**config.mk**
```make
export PLATFORM = sky130hd
export DESIGN_NAME = alu_pipe_flat
export DESIGN_NICKNAME = d
export VERILOG_FILES = /design/src/rtl/alu_pkg.sv /design/src/rtl/alu_pipe_if.sv /design/src/rtl/alu_core.sv /design/src/rtl/alu_pipe.sv /design/src/flat_wrapper.sv
export SDC_FILE = /design/constraint.sdc
export NUM_CORES = 1
export LEC_CHECK = 0
export ABC_AREA = 1
export ABC_CLOCK_PERIOD_IN_PS = 1510
export BUFFER_PORTS_ARGS = -buffer_cell sky130_fd_sc_hd__buf_2
export CELL_PAD_IN_SITES_DETAIL_PLACEMENT = 0
export CELL_PAD_IN_SITES_GLOBAL_PLACEMENT = 1
export CORE_MARGIN = 1
export CORE_UTILIZATION = 37
export DETAILED_ROUTE_END_ITERATION = 10
export PLACE_DENSITY_LB_ADDON = 0.1
export SYNTH_ARGS = -nofsm -noshare
export SYNTH_HDL_FRONTEND = slang
export SYNTH_SLANG_ARGS = --single-unit
export TNS_END_PERCENT = 1
```
**constraint.sdc**
```tcl
create_clock -name clk -period 1.51 [get_ports clk]
set_clock_uncertainty 0.05 [all_clocks]
set_input_delay 0.0755 -clock clk [delete_from_list [all_inputs] [get_ports clk]]
set_output_delay 0.0755 -clock clk [all_outputs]
set_load 0.005 [all_outputs]
```
**src/rtl/alu_pkg.sv**
```systemverilog
// alu_pkg: shared constants for the alu_pipe slice.
//   DATA_W    - operand / result width (fixed at 8)
//   OP_W      - opcode width
//   alu_op_e  - 3-bit opcode encoding, OP_ADD .. OP_SHR
package alu_pkg;

    localparam int DATA_W = 8;
    localparam int OP_W   = 3;

    typedef enum logic [OP_W-1:0] {
        OP_ADD = 3'b000,
        OP_SUB = 3'b001,
        OP_AND = 3'b010,
        OP_OR  = 3'b011,
        OP_XOR = 3'b100,
        OP_NOT = 3'b101,
        OP_SHL = 3'b110,
        OP_SHR = 3'b111
    } alu_op_e;

endpackage : alu_pkg

```
**src/rtl/alu_pipe_if.sv**
```systemverilog
// alu_pipe_if: operand/opcode request and result bundle for alu_pipe.
//   A, B     - unsigned operands
//   control  - opcode (alu_op_e encoding)
//   ALU_out  - registered result
//   Cout     - registered carry/flag
// Modports: master drives operands and reads results; slave is the ALU side.
interface alu_pipe_if;
    import alu_pkg::*;

    logic [DATA_W-1:0] A;
    logic [DATA_W-1:0] B;
    logic [OP_W-1:0]   control;
    logic [DATA_W-1:0] ALU_out;
    logic              Cout;

    modport master (
        output A,
        output B,
        output control,
        input  ALU_out,
        input  Cout
    );

    modport slave (
        input  A,
        input  B,
        input  control,
        output ALU_out,
        output Cout
    );

endinterface : alu_pipe_if

```
**src/rtl/alu_core.sv**
```systemverilog
// alu_core: purely combinational 8-bit ALU.
//   a, b   - unsigned operands
//   op     - opcode
//   result - operation result (mod 256)
//   cout   - carry out for ADD/SUB, shifted-out bit for shifts, else 0
module alu_core
    import alu_pkg::*;
(
    input  logic [DATA_W-1:0] a,
    input  logic [DATA_W-1:0] b,
    input  alu_op_e           op,
    output logic [DATA_W-1:0] result,
    output logic              cout
);

    // One extra bit on each sum catches the carry out of bit 7.
    logic [DATA_W:0] sum_add;
    logic [DATA_W:0] sum_sub;

    // Subtraction as A + ~B + 1, so its carry means "no borrow" (A >= B).
    assign sum_add = {1'b0, a} + {1'b0, b};
    assign sum_sub = {1'b0, a} + {1'b0, ~b} + {{DATA_W{1'b0}}, 1'b1};

    always_comb begin
        result = '0;
        cout   = 1'b0;
        case (op)
            OP_ADD: begin
                result = sum_add[DATA_W-1:0];
                cout   = sum_add[DATA_W];
            end
            OP_SUB: begin
                result = sum_sub[DATA_W-1:0];
                cout   = sum_sub[DATA_W];
            end
            OP_AND: result = a & b;
            OP_OR:  result = a | b;
            OP_XOR: result = a ^ b;
            OP_NOT: result = ~a;
            OP_SHL: begin
                result = {a[DATA_W-2:0], 1'b0};
                cout   = a[DATA_W-1];
            end
            OP_SHR: begin
                result = {1'b0, a[DATA_W-1:1]};
                cout   = a[0];
            end
            default: begin
                result = '0;
                cout   = 1'b0;
            end
        endcase
    end

endmodule : alu_core

```
**src/rtl/alu_pipe.sv**
```systemverilog
// alu_pipe: two-stage pipelined 8-bit ALU.
//   clk    - system clock, rising edge
//   rst_n  - asynchronous active-low reset; clears both stages
//   bus    - alu_pipe_if.slave: A, B, control in; ALU_out, Cout out
// Inputs are registered on one edge, the alu_core result on the next, so a
// result appears two edges after its operands are sampled, one per cycle.
module alu_pipe
    import alu_pkg::*;
(
    input  logic       clk,
    input  logic       rst_n,
    alu_pipe_if.slave  bus
);

    logic [DATA_W-1:0] s1_a;
    logic [DATA_W-1:0] s1_b;
    alu_op_e           s1_op;

    logic [DATA_W-1:0] core_result;
    logic              core_cout;

    // ---- stage 1: capture operands and opcode ----
    always_ff @(posedge clk or negedge rst_n) begin
        if (!rst_n) begin
            s1_a  <= '0;
            s1_b  <= '0;
            s1_op <= OP_ADD;
        end else begin
            s1_a  <= bus.A;
            s1_b  <= bus.B;
            s1_op <= alu_op_e'(bus.control);
        end
    end

    alu_core u_core (
        .a      (s1_a),
        .b      (s1_b),
        .op     (s1_op),
        .result (core_result),
        .cout   (core_cout)
    );

    // ---- stage 2: register result and flag ----
    always_ff @(posedge clk or negedge rst_n) begin
        if (!rst_n) begin
            bus.ALU_out <= '0;
            bus.Cout    <= 1'b0;
        end else begin
            bus.ALU_out <= core_result;
            bus.Cout    <= core_cout;
        end
    end

endmodule : alu_pipe

```
**src/flat_wrapper.sv**
```systemverilog
// flat-port wrapper written by rule: the top's interface ports become plain ports
module alu_pipe_flat import alu_pkg::*;
  (clk, rst_n, bus_A, bus_B, bus_control, bus_ALU_out, bus_Cout);
  alu_pipe_if bus_i ();
  input  logic clk;
  input  logic rst_n;
  input wire logic [$bits(bus_i.A)-1:0] bus_A;
  input wire logic [$bits(bus_i.B)-1:0] bus_B;
  input wire logic [$bits(bus_i.control)-1:0] bus_control;
  output wire logic [$bits(bus_i.ALU_out)-1:0] bus_ALU_out;
  output wire logic [$bits(bus_i.Cout)-1:0] bus_Cout;
  assign bus_i.A = bus_A;
  assign bus_i.B = bus_B;
  assign bus_i.control = bus_control;
  assign bus_ALU_out = bus_i.ALU_out;
  assign bus_Cout = bus_i.Cout;
  alu_pipe u_core (.clk(clk), .rst_n(rst_n), .bus(bus_i));
endmodule
```
Word level (Yosys, flattened, before mapping). Cells that the tools add are included.

Bitwise logic cells: 5. Equal/unequal tests: 7. Add/subtract/negate cells: 3. Muxes and demuxes: 2. Reduce and logical (&&, ||, !) cells: 1.

Operator list (count): case mux 8 bit (8 select lines) (1); adder 8 x 8 -> 9 bit (2); NOT 8 bit (2); == test 3 bit, second input constant (4); adder 9 x 1 -> 9 bit, second input constant (1); bitwise AND 8 bit (1); OR 8 bit (1); bitwise XOR 8 bit (1); == test 3 x 2 -> 1 bit, second input constant (2); case mux 1 bit (4 select lines) (1); == test 3 x 1 -> 1 bit, second input constant (1); zero test 3 bit (1).

Output and inout bits: 9. Logic and storage cells: 23. Bits of input ports: 21. Bits in registers: 28.

Logic depth before layout (Yosys ltp).
Word-level depth: 4. Depth in mapped cells: 13. Depth with buffers taken out: 12.

By module. Synthesis repeated with hierarchy kept, for this count alone.

Cell total of the unflattened synthesis: 271. Area total of the unflattened synthesis: 2043.2 µm².

Modules (own cells, without submodules): alu_core (area each 1342.5 µm², times used 1, seq. area each 0.0 µm², cells an instance 243); alu_pipe (area each 700.7 µm², times used 1, seq. area each 700.7 µm², cells an instance 28).

Worst setup path after synthesis. OpenSTA, ideal clock, no wires.

Path type: reg2reg. Start: register u_core.s1_a[0]. End: register u_core.bus.ALU_out[6]. Arrival: 1443 ps. Slack: -112 ps. Path buffers: 0. Library setup time: 129 ps. Cell stages (with the launch flop): 10. Period minus slack after synthesis: 1622 ps. Required time: 1331 ps. Cells stage by stage: dfrtp_1 > inv_1 > ha_1 > fa_1 > inv_1 > nand4_1 > nand3_1 > nand2_1 > nand3_1 > nand3_1.

Cells in the longest elaborated chain, start to end: 3. Elaborated cells between the ends (all ways): 4. Classes of those cells: 3 x add/sub; 1 x mux.

RTL lines: from (decl) (RTL line alu_pipe.sv:15) `logic [DATA_W-1:0] s1_a;`; from (signal assigned) (RTL line alu_pipe.sv:29) `s1_a <= bus.A;`; adder 8 x 8 -> 9 bit (RTL line alu_core.sv:22) `assign sum_sub = {1'b0, a} + {1'b0, ~b} + {{DATA_W{1'b0}}, 1'b1};`; adder 9 x 1 -> 9 bit (RTL line alu_core.sv:22); case mux 8 bit (8 select lines) * (RTL line alu_core.sv:27) `case (op)`; net u_core.core_result[6] (RTL line alu_pipe.sv:19) `logic [DATA_W-1:0] core_result;`; to (signal assigned) (RTL line alu_pipe.sv:49) `bus.ALU_out <= core_result;`; to (decl) (RTL line alu_pipe_if.sv:28) `output ALU_out,`.

Mark *: on every way through the listed nets, which the timed path passes. The rest lies on a longest branch.

Worst setup path after layout.
Start: register u_core.s1_a[0]. End: register u_core.bus.ALU_out[4].

The elaborated chain is that of the path after synthesis.

==> results.yml <==
critical_path:
  crit_required_ns: 1.62
  critPathMostFrequentCell: "inv_2"
  reg2reg_depth: 9
  slowest_delay_ns: 0.42
  cp-end-kind: "flip-flop"
  arrival_ns: 1.75
  cp_slowest_cell: "dfrtp_1"
  setup.worst_path.class: "flip-flop to flip-flop"
  r2r-start: "u_core.s1_a[0]$_DFF_PN0_"
  r2r_end: "u_core.bus.ALU_out[4]$_DFF_PN0_"
  start_kind: "flip-flop"
  cp_cell_sequence: "ha_2, inv_2, fa_2, inv_2, nand3_2, nand2_2, nand2_1, nand3_1, nand4_1"
  cp_max_fo: 3
  r2r_slack_ns: -0.13
drt:
  drtPass1Iterations: 4
  avgViaCountPerCell: 4.79
  drc: 0
  drtIter0Drc: 87
  detail-route-antenna-nets: 0
  vias: 2196
  finalWirelength_mm: 6.14
  wire_per_inst_um: 13.4
final_layout:
  drive_above_1_share_pct: 34.0
  final_area_um2: 3090
  final_nets: 437
  synthToLayoutAreaGrowth_pct: 50.9
  fin_util_pct: 59.4
  diodes: 0
  final_cell_count_no_fill: 458
sta:
  worst_pin_slew_ns: 0.657
  min_period_ns: 1.64
  fin_tns_setup_ns: -0.565
  hold_violations: 0
  timing.fmax_mhz: 610
  layout_setup_ws_ns: -0.130
  slew_headroom_pct: 56.2
  drv_slew: 0
  fin_hold_ws_ns: 0.301
  period_share_pct: 109
  rsz0062_at_grt: "true"
  setup_viol: 6
die:
  dieArea_um2: 5830
  coreArea_um2: 5200
  num_rows: 26
  fp.dieW_um: 76.4
  fp.dieH_um: 76.4
  pin_count: 30
  initial_core_util_pct: 39.3
placed_design:
  gp_congestion: 0.819
  dpl-instance-area_um2: 2700
  dp.cells: 432
  place_hpwl_mm: 4.69
  pre_cts_ws_ns: -0.221
  place.port_buffers: 29
yosys:
  synthesis.nets: 327
  postSynthCellCount: 279
  synth_top_area_cell: "dfrtp_1"
  synth_top_area_share_pct: 34.2
  synth_cell_types: 20
  async_flop_share_pct: 100
  netlist_area_um2: 2050
  yosys_most_used_dff: "dfrtp_1"
  syn_area_per_cell_um2: 7.34
  ys.warnings.count: 0
  synth_area_leaders: "dfrtp_1 34%, ha_1 15%, nand2_1 12%, inv_1 8.6%, nand3_1 8.3%"
  ys_seq_area_share_pct: 34.2
  synth_seq_cells: 28
  synth_enable_flop_cells: 0
global_routing:
  grt_max_degree: 29
  track_usage_pct: 22.4
  grt_pass1_vias: 2214
  gr-total-overflow: 0
  antenna_found_initial: 0
  grt_pass1_wl_mm: 10.3
power_and_ir_drop:
  p_per_area_nw_per_um2: 671
  vdd_drop_max_uv: 404
  leakagePower_nw: 1.62
  p_total_mw: 2.07
clock_tree:
  cts_tree: "built"
  clk_path_buf_depth: 2
  cts_htree_levels: 1
  clkTransAtPathRegs_ns: 0.10
  cts.sinks: 28
  clockRootBuffer: "clkbuf_8"
  cts_buffers: 3
  clk_latency_ns: 0.28
min_path:
  hold_path_class: "input port to async pin"
status:
  status: "complete, but fails checks"
  failed_checks: "setup timing"
run:
  max_cap_violations: 0
==> layout by cell type (no fill, tap or decap) <==
cell type | synthesis | routed
buf_4 | 1 | 61
nand2_1 | 63 | 57
inv_1 | 47 | 37
nand3_1 | 34 | 30
buf_2 | 4 | 29
dfrtp_1 | 28 | 28
nor2_1 | 27 | 24
dlygate4sd3_1 | 0 | 20
ha_1 | 25 | 16
nand4_1 | 13 | 13
inv_2 | 1 | 11
o22ai_1 | 11 | 11
a21oi_1 | 8 | 7
nand2_2 | 0 | 6
o21ai_0 | 6 | 5
ha_2 | 0 | 5
nand3_2 | 0 | 4
ha_4 | 0 | 4
clkbuf_8 | 0 | 4
nor2_2 | 0 | 3
nor3_1 | 4 | 3
fa_2 | 0 | 2
a211oi_2 | 0 | 1
o211ai_1 | 1 | 1
o2111ai_1 | 1 | 1
o21ai_1 | 0 | 1
a21oi_2 | 0 | 1
o21a_1 | 1 | 1
and2_1 | 1 | 1
nor3_2 | 0 | 1
==> worst max-delay path by stage <==
stage	depth (start not counted)	to	slack, ns	startpoint
detailed placement	9	u_core.bus.ALU_out[4]$_DFF_PN0_	-0.22	u_core.s1_a[0]$_DFF_PN0_
CTS	9	u_core.bus.ALU_out[6]$_DFF_PN0_	-0.15	u_core.s1_a[0]$_DFF_PN0_
global route	9	u_core.bus.ALU_out[6]$_DFF_PN0_	-0.24	u_core.s1_a[0]$_DFF_PN0_
finish	9	u_core.bus.ALU_out[4]$_DFF_PN0_	-0.13	u_core.s1_a[0]$_DFF_PN0_
floorplan	6	u_core.bus.ALU_out[1]$_DFF_PN0_	-0.1	u_core.s1_a[0]$_DFF_PN0_
global placement	10	u_core.bus.Cout$_DFF_PN0_	-0.20	u_core.s1_a[0]$_DFF_PN0_
==> registers in the layout, summed over array words and instances, names as in the netlist <==
name,cells
u_core.bus.ALU_out,8
u_core.bus.Cout,1
u_core.s1_a,8
u_core.s1_b,8
u_core.s1_op,3
==> synthesized netlist by cell type (all sizes together), types with 2 or more instances <==
master and number:
buf 5, dfrtp 28, inv 48, fa 2
nand4 13, o22ai 11, a21oi 8, o21ai 6
ha 25, nand2 63, nand3 34, nor2 27
nor3 4
==> critical path, delay by kind of cell (launching register included) <==
family	cells	cell delay (ns)
fa+ha+maj	2	0.55
buf+inv	2	0.12
flops	1	0.42
simple gates	5	0.38
==> kinds of logic after synthesis <==
kind of cell	after synthesis	synth area share [%]
buffers and inverters	53	10.1
and+or+nand+nor	142	30.1
adders and majority gates	27	17.2
DFF	28	34.2
AOI/OAI and AO/OA	29	8.31
==> per-layer routing <==
layer  GRT usage, %  vias up  routed length [µm]
met2           37.8       63                2860
met3           2.75       16                 346
met1           29.2      992                2780
li1               -     1125                   -
met4           8.65        0                 158
met5              0        -                   0
==> report_power, final <==
group          leakage, nW  internal (mW)  switching, mW
clock               0.0288          0.234          0.253
combinational         1.26          0.367          0.381
sequential           0.332          0.809         0.0278
==> area by class of cell <==
class | count | area [µm²]
clock buffer | 4 | 55.1
timing repair buffer | 110 | 803
multi-input combinational | 198 | 1260
sequential | 28 | 701
fill | 495 | 2120
tap | 70 | 87.6
inverter | 48 | 180
==> timing repair <==
item,4_1_cts,5_1_grt
endpoints found under the setup margin,8,9
hold buffers,20,0
pin swaps,13,9
hold endpoints to repair,47,0
resized for setup,29,9
setup buffers,1,1
gates cloned,0,0
No activity file was read; power rests on OpenSTA's default activity.
